==> config.mk <==
export PLATFORM = sky130hd
export DESIGN_NAME = spi_fe
export DESIGN_NICKNAME = d
export VERILOG_FILES = /design/src/rtl/spi_fe.sv
export SDC_FILE = /design/constraint.sdc
export NUM_CORES = 1
export LEC_CHECK = 0
export CORE_MARGIN = 10
export CORE_UTILIZATION = 45
export CTS_CLUSTER_SIZE = 24
export DETAILED_ROUTE_END_ITERATION = 6
export DONT_BUFFER_PORTS = 1
export GPL_TIMING_DRIVEN = 0
export REMOVE_ABC_BUFFERS = 1
export SLEW_MARGIN = 20
export SYNTH_ARGS = -nofsm -noshare
export SYNTH_HDL_FRONTEND = slang
export SYNTH_SLANG_ARGS = --single-unit
==> constraint.sdc <==
create_clock -name clk -period 6 [get_ports clk]
set_input_delay 1.2 -clock clk [delete_from_list [all_inputs] [get_ports clk]]
set_output_delay 1.2 -clock clk [all_outputs]
set_load 0.005 [all_outputs]
==> src/rtl/spi_fe.sv <==
// spi_fe: SPI mode-0 slave front end. It synchronises sclk/ss/mosi into clk and moves one DATA_W word each way per ss frame.
// Optional build macro SPI_MISO_TRISTATE_EN floats miso while deselected.
`ifndef DATA_W
`define DATA_W 32
`endif

module spi_fe #(
  parameter int SYNC_STAGES = 2
) (
  input  logic                clk,
  input  logic                rst,
  input  logic                sclk,
  input  logic                ss,
  input  logic                mosi,
  output logic                miso,
  output logic [`DATA_W-1:0]  data_out,
  input  logic [`DATA_W-1:0]  data_in,
  output logic                ss_neg_edge,
  output logic                ss_pos_edge,
  output logic                frame_err
);

  localparam int W     = `DATA_W;
  localparam int CNT_W = $clog2(W + 2);
  localparam logic [CNT_W-1:0] CNT_FULL = CNT_W'(W);
  localparam logic [CNT_W-1:0] CNT_MAX  = CNT_W'(W + 1);

  logic [SYNC_STAGES-1:0] sclk_sync_q, ss_sync_q, mosi_sync_q;
  logic                   sclk_hist_q, ss_hist_q;
  logic [W-1:0]           rx_q, rx_d, tx_q, tx_d;
  logic [CNT_W-1:0]       cnt_q, cnt_d;
  logic                   neg_q, neg_d, pos_q, pos_d, err_q, err_d;

  logic sclk_s, ss_s, mosi_s;
  logic sclk_rise, sclk_fall, ss_fall, ss_rise, active;

  assign sclk_s = sclk_sync_q[SYNC_STAGES-1];
  assign ss_s   = ss_sync_q[SYNC_STAGES-1];
  assign mosi_s = mosi_sync_q[SYNC_STAGES-1];

  assign sclk_rise = sclk_s & ~sclk_hist_q;
  assign sclk_fall = ~sclk_s & sclk_hist_q;
  assign ss_fall   = ~ss_s & ss_hist_q;
  assign ss_rise   = ss_s & ~ss_hist_q;
  // Selected on both sides of the cycle, so sclk edges coincident with an ss edge are dropped.
  assign active    = ~ss_s & ~ss_hist_q;

  always_ff @(posedge clk or posedge rst) begin
    if (rst) begin
      sclk_sync_q <= '0;
      ss_sync_q   <= '1;
      mosi_sync_q <= '0;
      sclk_hist_q <= 1'b0;
      ss_hist_q   <= 1'b1;
    end else begin
      sclk_sync_q <= {sclk_sync_q[SYNC_STAGES-2:0], sclk};
      ss_sync_q   <= {ss_sync_q[SYNC_STAGES-2:0], ss};
      mosi_sync_q <= {mosi_sync_q[SYNC_STAGES-2:0], mosi};
      sclk_hist_q <= sclk_s;
      ss_hist_q   <= ss_s;
    end
  end

  always_comb begin
    rx_d  = rx_q;
    tx_d  = tx_q;
    cnt_d = cnt_q;
    neg_d = ss_fall;
    pos_d = ss_rise;
    err_d = ss_rise && (cnt_q != CNT_FULL);
    if (ss_fall) begin
      tx_d  = data_in;
      cnt_d = '0;
    end else if (active) begin
      if (sclk_rise) begin
        rx_d = {rx_q[W-2:0], mosi_s};
        if (cnt_q != CNT_MAX) cnt_d = cnt_q + CNT_W'(1);
      end
      if (sclk_fall) tx_d = {tx_q[W-2:0], 1'b0};
    end
  end

  always_ff @(posedge clk or posedge rst) begin
    if (rst) begin
      rx_q  <= '0;
      tx_q  <= '0;
      cnt_q <= '0;
      neg_q <= 1'b0;
      pos_q <= 1'b0;
      err_q <= 1'b0;
    end else begin
      rx_q  <= rx_d;
      tx_q  <= tx_d;
      cnt_q <= cnt_d;
      neg_q <= neg_d;
      pos_q <= pos_d;
      err_q <= err_d;
    end
  end

  assign data_out    = rx_q;
  assign ss_neg_edge = neg_q;
  assign ss_pos_edge = pos_q;
  assign frame_err   = err_q;

`ifdef SPI_MISO_TRISTATE_EN
  assign miso = ss_s ? 1'bz : tx_q[W-1];
`else
  assign miso = ss_s ? 1'b0 : tx_q[W-1];
`endif

endmodule

==> impl_metrics.sql, run 1 <==
INSERT INTO impl_metrics (metric_group, metric, value, unit) VALUES
('outcome', 'status', 'finished clean', ''),
('sta', 'layout_setup_ws', '3.75', 'ns'),
('synthesis', 'netlist_cell_types', '26', ''),
('cts', 'cts_setup_buffers', '0', ''),
('cells_and_area', 'seq_area', '2030', 'µm²'),
('route', 'vias', '1739', ''),
('grt', 'grt_util_met2', '0.170', ''),
('place', 'detailedPlace.worstSlack', '3.94', 'ns'),
('die', 'initial_cell_density_of_the_core', '0.465', ''),
('synthesis', 'synth_cells', '227', ''),
('route', 'drt-vias-per-instance', '5.18', ''),
('synthesis', 'synth-edff-count', '0', ''),
('grt', 'leftover_overflow_at_the_end_of_global_routing', '0', ''),
('synthesis', 'async_flop_share', '1.00', ''),
('cts', 'clock_buffers_created_by_tritoncts', '9', ''),
('power_and_ir_drop', 'worst_ir_drop_vdd', '0.146', 'mV'),
('critical_path', 'peak_per_stage_delay_on_the_critical_path', '0.60', 'ns'),
('cells_and_area', 'design.final.nets', '272', ''),
('sta', 'slew-limit-headroom', '0.495', ''),
('die', 'floorplan.die.height', '107', 'µm'),
('sta', 'maximum_achievable_frequency', '0.444', 'GHz'),
('grt', 'grt_first_pass_wirelength', '9580', 'µm'),
('cts', 'numClockSinks', '81', ''),
('cells_and_area', 'fin_cells', '336', ''),
('grt', 'most_crowded_layer_gr', 'met2', ''),
('critical_path', 'path_class', 'reg -> out', ''),
('synthesis', 'synthMostInstantiatedCell', 'mux2_2', ''),
('die', 'fp.dieArea', '11500', 'µm²'),
('die', 'floorplan.die.width', '107', 'µm'),
('sta', 'timing.final.crit_period', '2.25', 'ns'),
('synthesis', 'netlist_top_cells_area', 'dfrtp_1 57%, mux2_2 30%, dfstp_2 2.3%, ha_1 1.1%, a21oi_1 0.88%', ''),
('synthesis', 'ys_ff_latch', '81', ''),
('critical_path', 'crit_path_max_fanout', '7', ''),
('cts', 'insertion_delay', '0.35', 'ns'),
('power_and_ir_drop', 'leakage_power_total', '1.70', 'nW'),
('die', 'fp-row-count', '31', ''),
('sta', 'final.period_utilization', '0.375', ''),
('die', 'io_pins', '73', ''),
('synthesis', 'synth_compound_area_frac', '0.0202', ''),
('cts', 'cts.path.max_buffers', '2', ''),
('route', 'drtAntennaViolNets', '0', ''),
('critical_path', 'critical_path_required', '4.80', 'ns'),
('sta', 'pin_slew_with_the_least_headroom_to_its_limit', '0.756', 'ns'),
('synthesis', 'main_combinational_cell_family_by_area_after_synthesis', 'multiplexers', ''),
('grt', 'antenna_found_initial', '0', ''),
('run', 'timing.max_cap.violations', '0', ''),
('critical_path', 'timing.critical_path.max_delay_family', 'flip-flops', ''),
('cells_and_area', 'multiInputGateArea', '1320', 'µm²'),
('sta', 'fin_skew', '0.00930', 'ns'),
('synthesis', 'synth_commonest_cells', '92 x mux2_2, 78 x dfrtp_1, 8 x nand2_1', ''),
('hold_path', 'holdCritPathClass', 'reg -> reg', ''),
('critical_path', 'worst_setup_path_start_kind', 'flip-flop', ''),
('cts', 'h-tree-depth', '3', ''),
('sta', 'setup-tns-final', '0', 'ns'),
('route', 'initialDrtViolationCount', '56', ''),
('critical_path', 'path_buf_inv', '0', ''),
('die', 'design.core.area', '7330', 'µm²'),
('route', 'wirelength', '6000', 'µm'),
('synthesis', 'syn_area', '3410', 'µm²'),
('cts', 'cts-hold-fix-buffers', '0', ''),
('route', 'detail_route.first_pass.iterations', '4', ''),
('critical_path', 'path_cells', 'nor2b_1', ''),
('cells_and_area', 'antenna-diode-count', '0', ''),
('cts', 'cts-resized-gates', '0', ''),
('cts', 'cts_tree', 'yes', ''),
('sta', 'final-hold-violation-count', '0', ''),
('synthesis', 'synth.mux.area_fraction', '0.316', ''),
('sta', 'timing.final.setup_violations', '0', ''),
('synthesis', 'synth_adder_area_share', '0.0110', ''),
('power_and_ir_drop', 'power_density', '375', 'nW/µm²'),
('synthesis', 'synthesis.area_per_instance', '15.0', 'µm²');
==> power by group <==
| group | switching (W) | internal, W | leakage (nW) |
|---|---|---|---|
| clock network | 0.000199 | 0.000289 | 0.123 |
| logic | 0.0000707 | 0.000155 | 0.545 |
| registers | 0.0000615 | 0.000662 | 1.03 |
==> per-stage QoR <==
stage          cell area [µm²]  utilization  hold WS (ns)
2_1_floorplan             3360            -         0.331
3_3_place_gp              3480        0.475         0.336
3_5_place_dp              3580        0.489         0.339
4_1_cts                   3840        0.523         0.359
5_1_grt                   3840        0.523         0.362
6_report                  3840        0.523         0.357
==> cell usage in the layout, fill, tap and decap left out, types with 2 or more instances in the layout <==
cell type   n
ha_1        3
bufinv_16   3
buf_16      3
mux2_2     92
a21oi_1     5
dfrtp_1    78
clkbuf_8   10
or3_1       2
mux2_1      2
clkinv_4    2
nor2b_1     2
o21ai_0     3
nand2_1     8
dfstp_2     3
mux2i_1     2
inv_1       4
==> registers in the layout, summed over array words and instances (netlist names) <==
register and cells:
cnt_q 6, data_out 32, frame_err 1, mosi_sync_q 2, sclk_hist_q 1, sclk_sync_q 2, ss_hist_q 1, ss_neg_edge 1
ss_pos_edge 1, ss_sync_q 2, tx_q 32
==> logic make-up (layout without fill, tap and decap cells) <==
logic type | count (synthesis) | count (layout)
compound gates | 12 | 12
fa+ha+maj | 3 | 3
buf+inv | 15 | 25
flops | 81 | 81
mux | 96 | 96
simple gates | 20 | 20
==> routing by layer <==
layer | share of wire | vias up
met2 | 0.50 | 34
met3 | 0.072 | 10
met1 | 0.41 | 882
met5 | 0 | -
met4 | 0.019 | 0
li1 | - | 813
==> layout make-up <==
class / instances / area share
multi-input combinational: 131 / 0.344
clock buffer: 10 / 0.0359
inverter: 6 / 0.00652
clock inverter: 6 / 0.0300
timing repair buffer: 3 / 0.0215
sequential: 81 / 0.529
tap: 99 / 0.0323
==> path summary, 6_finish.rpt <==
kind                                           from                  endpoint  slack (ns)  cells after the start
max reg2reg                     ss_hist_q$_DFF_PP1_      tx_q[24]$_DFFE_PP0P_        3.93                      4
max                          ss_sync_q[1]$_DFF_PP1_                      miso        3.75                      1
max in group asynchronous                       rst       ss_hist_q$_DFF_PP1_        4.69                      2
min in group asynchronous                       rst  mosi_sync_q[0]$_DFF_PP0_        0.70                      1
min reg2reg                sclk_sync_q[0]$_DFF_PP0_  sclk_sync_q[1]$_DFF_PP0_        0.36                      0
min                        sclk_sync_q[0]$_DFF_PP0_  sclk_sync_q[1]$_DFF_PP0_        0.36                      0
No activity file was read; power rests on OpenSTA's default activity.
==> run 2, diff against run 1 <==
==> constraint.sdc (replaced) <==
create_clock -name clk -period 2.3 [get_ports clk]
set_input_delay 0.46 -clock clk [delete_from_list [all_inputs] [get_ports clk]]
set_output_delay 0.46 -clock clk [all_outputs]
set_load 0.005 [all_outputs]
==> run 2 against run 1 <==
Worst hold slack worse by 0.26 ns. Global-route usage is essentially flat. Cell area grew 0.26%.
==> impl_metrics.sql, run 2 (synthesis gave the netlist of run 1 again) <==
INSERT INTO impl_metrics (metric_group, metric, value, unit) VALUES
('sta', 'pin_slew_with_the_least_headroom_to_its_limit', '0.756', 'ns'),
('grt', 'groute.layer.met3.usage', '0.0449', ''),
('cts', 'clock_buffers_created_by_tritoncts', '9', ''),
('die', 'initial_cell_density_of_the_core', '0.465', ''),
('sta', 'final.period_utilization', '0.898', ''),
('grt', 'most_crowded_layer_gr', 'met2', ''),
('route', 'drt-vias-per-instance', '5.18', ''),
('die', 'floorplan.die.width', '107', 'µm'),
('route', 'drc_errors', '0', ''),
('cts', 'cts_setup_buffers', '0', ''),
('critical_path', 'path_class', 'reg -> reg', ''),
('cells_and_area', 'multiInputGateArea', '1320', 'µm²'),
('cells_and_area', 'postLayoutCoreUtil', '0.525', ''),
('route', 'wirelength', '5990', 'µm'),
('cells_and_area', 'syn2layout_area_growth', '12.8', '%'),
('cts', 'cts-hold-fix-buffers', '1', ''),
('grt', 'grt_util_all_layers', '0.107', ''),
('cts', 'clk_pin_slew_worst_paths', '0.08', 'ns'),
('grt', 'grt_max_degree', '56', ''),
('cells_and_area', 'num-fill-cells', '603', ''),
('die', 'design.core.area', '7330', 'µm²'),
('die', 'fp.dieArea', '11500', 'µm²'),
('cts', 'cts_tree', 'yes', ''),
('cts', 'numClockSinks', '81', ''),
('critical_path', 'worst_setup_path_start_kind', 'flip-flop', ''),
('grt', 'antenna_found_initial', '0', ''),
('place', 'quantity_of_i_o_buffers_inserted_on_ports', '0', ''),
('sta', 'final_max_slew_viol_count', '0', ''),
('route', 'routed_wire_length_per_instance', '17.8', 'µm'),
('cts', 'h-tree-depth', '3', ''),
('die', 'fp-row-count', '31', ''),
('sta', 'final-hold-violation-count', '0', ''),
('critical_path', 'crit_path_max_fanout', '37', ''),
('cells_and_area', 'antenna-diode-count', '0', ''),
('sta', 'timing.final.crit_period', '2.07', 'ns'),
('critical_path', 'regToRegSetupSlack', '0.23', 'ns'),
('sta', 'maximum_achievable_frequency', '0.484', 'GHz'),
('power_and_ir_drop', 'worst_ir_drop_vdd', '0.381', 'mV'),
('cells_and_area', 'design.final.nets', '273', ''),
('grt', 'grt_first_pass_wirelength', '9590', 'µm'),
('place', 'dp_cells', '320', ''),
('critical_path', 'cp-end-kind', 'flip-flop', ''),
('route', 'drtAntennaViolNets', '0', ''),
('sta', 'timing.final.setup_violations', '0', ''),
('critical_path', 'critical_path_required', '2.54', 'ns'),
('route', 'vias', '1745', ''),
('grt', 'leftover_overflow_at_the_end_of_global_routing', '0', ''),
('grt', 'grtUsageMet1', '0.118', ''),
('die', 'floorplan.die.height', '107', 'µm'),
('sta', 'rsz0062_at_grt', 'false', ''),
('cells_and_area', 'fin_cells', '337', ''),
('route', 'initialDrtViolationCount', '46', ''),
('cells_and_area', 'seq_area', '2030', 'µm²'),
('hold_path', 'holdCritPathClass', 'in -> reg', ''),
('route', 'detail_route.first_pass.iterations', '4', ''),
('outcome', 'status', 'finished clean', ''),
('cells_and_area', 'most-common-layout-cells', '92 x mux2_2, 78 x dfrtp_1, 10 x clkbuf_8, 8 x nand2_1, 5 x a21oi_1', ''),
('die', 'io_pins', '73', ''),
('cells_and_area', 'layout_commonest_cell', 'mux2_2', ''),
('cts', 'cts.path.max_buffers', '2', ''),
('sta', 'setup-tns-final', '0', 'ns'),
('place', 'hpwl', '4180', 'µm'),
('cells_and_area', 'post_route_cells_drive_above_1_share', '0.504', ''),
('cts', 'insertion_delay', '0.35', 'ns'),
('grt', 'grt_util_met2', '0.170', ''),
('sta', 'fin_skew', '0.00935', 'ns'),
('power_and_ir_drop', 'power_density', '975', 'nW/µm²'),
('sta', 'slew-limit-headroom', '0.495', ''),
('power_and_ir_drop', 'leakage_power_total', '1.70', 'nW'),
('place', 'routabilityCongestion', '0.704', ''),
('cts', 'clock-root-buffer', 'clkbuf_8', ''),
('grt', 'first_global_vias', '1820', ''),
('critical_path', 'crit_arrival', '2.30', 'ns'),
('run', 'timing.max_cap.violations', '0', ''),
('cts', 'cts-resized-gates', '0', '');
run 2: stage by stage:
stage                     hold slack [ns]  worst slack (ns)  cell area, µm²  total power, W
after global routing               0.0820             0.118            3850         0.00395
after global placement              0.336             -1.13            3480         0.00248
after detailed placement            0.339             0.237            3580         0.00252
after floorplan                     0.331            -0.389            3360         0.00238
final                              0.0984             0.234            3850         0.00375
after CTS                          0.0847             0.189            3850         0.00381
run 2: layout make-up:
| cell class | count | share of cell area |
|---|---|---|
| Clock buffer | 10 | 0.0358 |
| Clock inverter | 6 | 0.0299 |
| Inverter | 6 | 0.00651 |
| Multi-Input combinational cell | 131 | 0.344 |
| Sequential cell | 81 | 0.528 |
| Tap cell | 99 | 0.0322 |
| Timing Repair Buffer | 4 | 0.0241 |
run 2: per-layer routing:
layer | routed length, µm | vias up
li1 | - | 815
met1 | 2450 | 886
met2 | 2990 | 34
met3 | 434 | 10
met4 | 113 | 0
met5 | 0 | -
run 2: final timing paths:
check	cells after the start	end	from
worst min register to register	0	sclk_sync_q[1]$_DFF_PP0_	sclk_sync_q[0]$_DFF_PP0_
max in group asynchronous	3	ss_hist_q$_DFF_PP1_	rst
min in group asynchronous	2	mosi_sync_q[0]$_DFF_PP0_	rst
worst min-delay path	0	ss_sync_q[0]$_DFF_PP1_	ss
worst max register to register	4	tx_q[24]$_DFFE_PP0P_	ss_hist_q$_DFF_PP1_
worst max-delay path	4	tx_q[24]$_DFFE_PP0P_	ss_hist_q$_DFF_PP1_
run 2: worst max-delay path, cell delays in order, from the launching register on:
cell and delay, ns:
dfstp_2 0.59, nand2b_2 0.10, inv_2 0.56, mux2_2 0.41, mux2_2 0.27
run 2: power breakdown:
part           total [W]  switching (W)  internal (W)
clock            0.00127       0.000519      0.000754
combinational   0.000589       0.000185      0.000405
sequential       0.00189       0.000160       0.00173
==> run 3, diff against run 2 <==
--- a/config.mk
+++ b/config.mk
@@ -11,6 +11,7 @@
 export DETAILED_ROUTE_END_ITERATION = 6
 export DONT_BUFFER_PORTS = 1
 export GPL_TIMING_DRIVEN = 0
+export RECOVER_POWER = 25
 export REMOVE_ABC_BUFFERS = 1
 export SLEW_MARGIN = 20
 export SYNTH_ARGS = -nofsm -noshare
==> run 3 against run 2 <==
Worst hold slack lost 0.00066 ns. Power hardly changed. Flip-flop and latch count unchanged. Cell count did not move. Largest cell class unchanged. Clock power is essentially flat. Non-clock buffer count unchanged. Critical path depth did not move. Highest routed layer unchanged. Clock skew hardly changed. Wire length about the same. Setup slack about the same. Cell area about the same. Global-route usage unchanged.
==> impl_metrics.sql, run 3 (synthesis gave the netlist of run 1 again) <==
INSERT INTO impl_metrics (metric_group, metric, value, unit) VALUES
('sta', 'final-hold-violation-count', '0', ''),
('route', 'drtAntennaViolNets', '0', ''),
('cts', 'cts-resized-gates', '0', ''),
('cts', 'clock-root-buffer', 'clkbuf_8', ''),
('cts', 'h-tree-depth', '3', ''),
('cts', 'clock_buffers_created_by_tritoncts', '9', ''),
('place', 'hpwl', '4180', 'µm'),
('hold_path', 'holdCritPathClass', 'in -> reg', ''),
('sta', 'fin_skew', '0.00935', 'ns'),
('place', 'quantity_of_i_o_buffers_inserted_on_ports', '0', ''),
('cts', 'cts.path.max_buffers', '2', ''),
('route', 'drt-vias-per-instance', '5.19', ''),
('route', 'drc_errors', '0', ''),
('critical_path', 'crit_arrival', '2.30', 'ns'),
('cells_and_area', 'design.final.nets', '273', ''),
('die', 'design.core.area', '7330', 'µm²'),
('route', 'initialDrtViolationCount', '46', ''),
('power_and_ir_drop', 'power_density', '976', 'nW/µm²'),
('sta', 'final_max_slew_viol_count', '0', ''),
('die', 'floorplan.die.width', '107', 'µm'),
('power_and_ir_drop', 'design_power_total', '0.00375', 'W'),
('cells_and_area', 'antenna-diode-count', '0', ''),
('sta', 'maximum_achievable_frequency', '0.484', 'GHz'),
('critical_path', 'critical_path_required', '2.54', 'ns'),
('critical_path', 'path_class', 'reg -> reg', ''),
('critical_path', 'peak_per_stage_delay_on_the_critical_path', '0.59', 'ns'),
('route', 'wirelength', '6000', 'µm'),
('route', 'vias', '1749', ''),
('sta', 'final.period_utilization', '0.898', ''),
('sta', 'setup-tns-final', '0', 'ns'),
('critical_path', 'ff2ff_path_depth', '4', ''),
('die', 'floorplan.die.height', '107', 'µm'),
('route', 'routed_wire_length_per_instance', '17.8', 'µm'),
('cts', 'numClockSinks', '81', ''),
('die', 'io_pins', '73', ''),
('critical_path', 'cp-end-kind', 'flip-flop', ''),
('run', 'timing.max_cap.violations', '0', ''),
('critical_path', 'worst_setup_path_start_kind', 'flip-flop', ''),
('die', 'fp.dieArea', '11500', 'µm²'),
('cells_and_area', 'post_route_cells_drive_above_1_share', '0.500', ''),
('critical_path', 'worstReg2RegStart', 'ss_hist_q$_DFF_PP1_', ''),
('route', 'detailroute.wirelength.met3', '434', 'µm'),
('route', 'wl_met2', '2980', 'µm'),
('hold_path', 'hold_path_depth', '0', ''),
('critical_path', 'crit_path_max_fanout', '37', ''),
('sta', 'pin_slew_with_the_least_headroom_to_its_limit', '1.29', 'ns'),
('sta', 'whs', '0.0977', 'ns'),
('cts', 'clk_pin_slew_worst_paths', '0.08', 'ns'),
('hold_path', 'worstHoldStart', 'ss', ''),
('power_and_ir_drop', 'worst_ir_drop_vdd', '0.381', 'mV'),
('die', 'initial_cell_density_of_the_core', '0.465', ''),
('grt', 'grt_util_all_layers', '0.107', ''),
('sta', 'timing.final.crit_period', '2.07', 'ns'),
('power_and_ir_drop', 'leakage_power_total', '1.70', 'nW'),
('route', 'met1_length', '2460', 'µm'),
('route', 'highest-signal-layer', 'met4', ''),
('critical_path', 'path_cells', 'nand2b_2, inv_2, mux2_2, mux2_2', ''),
('die', 'fp-row-count', '31', ''),
('hold_path', 'worstHoldEndpoint', 'ss_sync_q[0]$_DFF_PP1_', ''),
('cts', 'insertion_delay', '0.36', 'ns'),
('sta', 'timing.final.setup_violations', '0', ''),
('grt', 'antenna_found_initial', '0', ''),
('critical_path', 'timing.critical_path.slowest_stage_cell', 'dfstp_2', ''),
('place', 'routabilityCongestion', '0.704', ''),
('cells_and_area', 'most-common-layout-cells', '92 x mux2_2, 78 x dfrtp_1, 10 x clkbuf_8, 8 x nand2_1, 5 x a21oi_1', ''),
('cells_and_area', 'num-fill-cells', '604', ''),
('cells_and_area', 'syn2layout_area_growth', '12.7', '%'),
('cells_and_area', 'layout_commonest_cell', 'mux2_2', ''),
('outcome', 'status', 'finished clean', ''),
('grt', 'grt_max_degree', '56', ''),
('cts', 'cts_tree', 'yes', ''),
('sta', 'rsz0062_at_grt', 'false', ''),
('critical_path', 'timing.rr.end', 'tx_q[24]$_DFFE_PP0P_', ''),
('sta', 'slew-limit-headroom', '0.138', ''),
('critical_path', 'regToRegSetupSlack', '0.23', 'ns'),
('grt', 'first_global_vias', '1820', ''),
('route', 'detail_route.first_pass.iterations', '4', ''),
('grt', 'grt_first_pass_wirelength', '9590', 'µm'),
('grt', 'leftover_overflow_at_the_end_of_global_routing', '0', ''),
('critical_path', 'critical_path.most_common_cell', 'mux2_2', '');
==> run 3: cell count changes in the layout (fill, tap and decap cells not counted) <==
cell        delta
dfstp_1        +1
inv_4          -1
clkinvlp_2     +1
dfstp_2        -1
==> run 3: power by group <==
part / total [W] / internal (W) / switching (W)
Clock: 0.00127 / 0.000754 / 0.000520
Combinational: 0.000589 / 0.000404 / 0.000185
Sequential: 0.00189 / 0.00173 / 0.000160
==> run 3: how the worst max path moves through the flow <==
stage | start | to | cells past startpoint
finish | ss_hist_q$_DFF_PP1_ | tx_q[24]$_DFFE_PP0P_ | 4
global route | ss_sync_q[1]$_DFF_PP1_ | tx_q[24]$_DFFE_PP0P_ | 4
CTS | ss_hist_q$_DFF_PP1_ | tx_q[24]$_DFFE_PP0P_ | 4
detailed placement | ss_hist_q$_DFF_PP1_ | tx_q[13]$_DFFE_PP0P_ | 4
global placement | ss_hist_q$_DFF_PP1_ | tx_q[19]$_DFFE_PP0P_ | 3
floorplan | ss_hist_q$_DFF_PP1_ | tx_q[10]$_DFFE_PP0P_ | 3
==> run 3: area by class of cell <==
cell class,count,area (µm²),area share
clock inverters,6,115,0.0299
multi-input cells,131,1320,0.344
repair buffers,4,92.6,0.0241
well taps,99,124,0.0322
clock buffers,10,138,0.0358
flip-flops and latches,81,2030,0.528
inverters,6,23.8,0.00618
==> run 3: worst max-delay path: cells and delay by family, from the launching register on <==
family,cells,cell delay (ns)
DFF,1,0.59
and+or+nand+nor,1,0.10
buffers and inverters,1,0.56
muxes,2,0.68
==> run 3: routing by layer <==
layer / track usage / vias up
li1: - / 815
met1: 0.118 / 887
met2: 0.170 / 35
met3: 0.0449 / 12
met4: 0.0638 / 0
met5: 0 / -
==> run 3: per-stage QoR <==
step                setup slack, ns  std cells   util  cell area (µm²)
floorplan                    -0.389        218      -             3360
global placement              -1.13        317  0.475             3480
detailed placement            0.237        320  0.489             3580
CTS                           0.189        337  0.525             3850
global route                  0.109        337  0.524             3840
finish                        0.234        337  0.524             3840
==> run 3: repair_timing <==
action                                 CTS  global route
endpoints found under the hold margin   26             0
hold buffers                             1             0
buffers inserted                         0             0
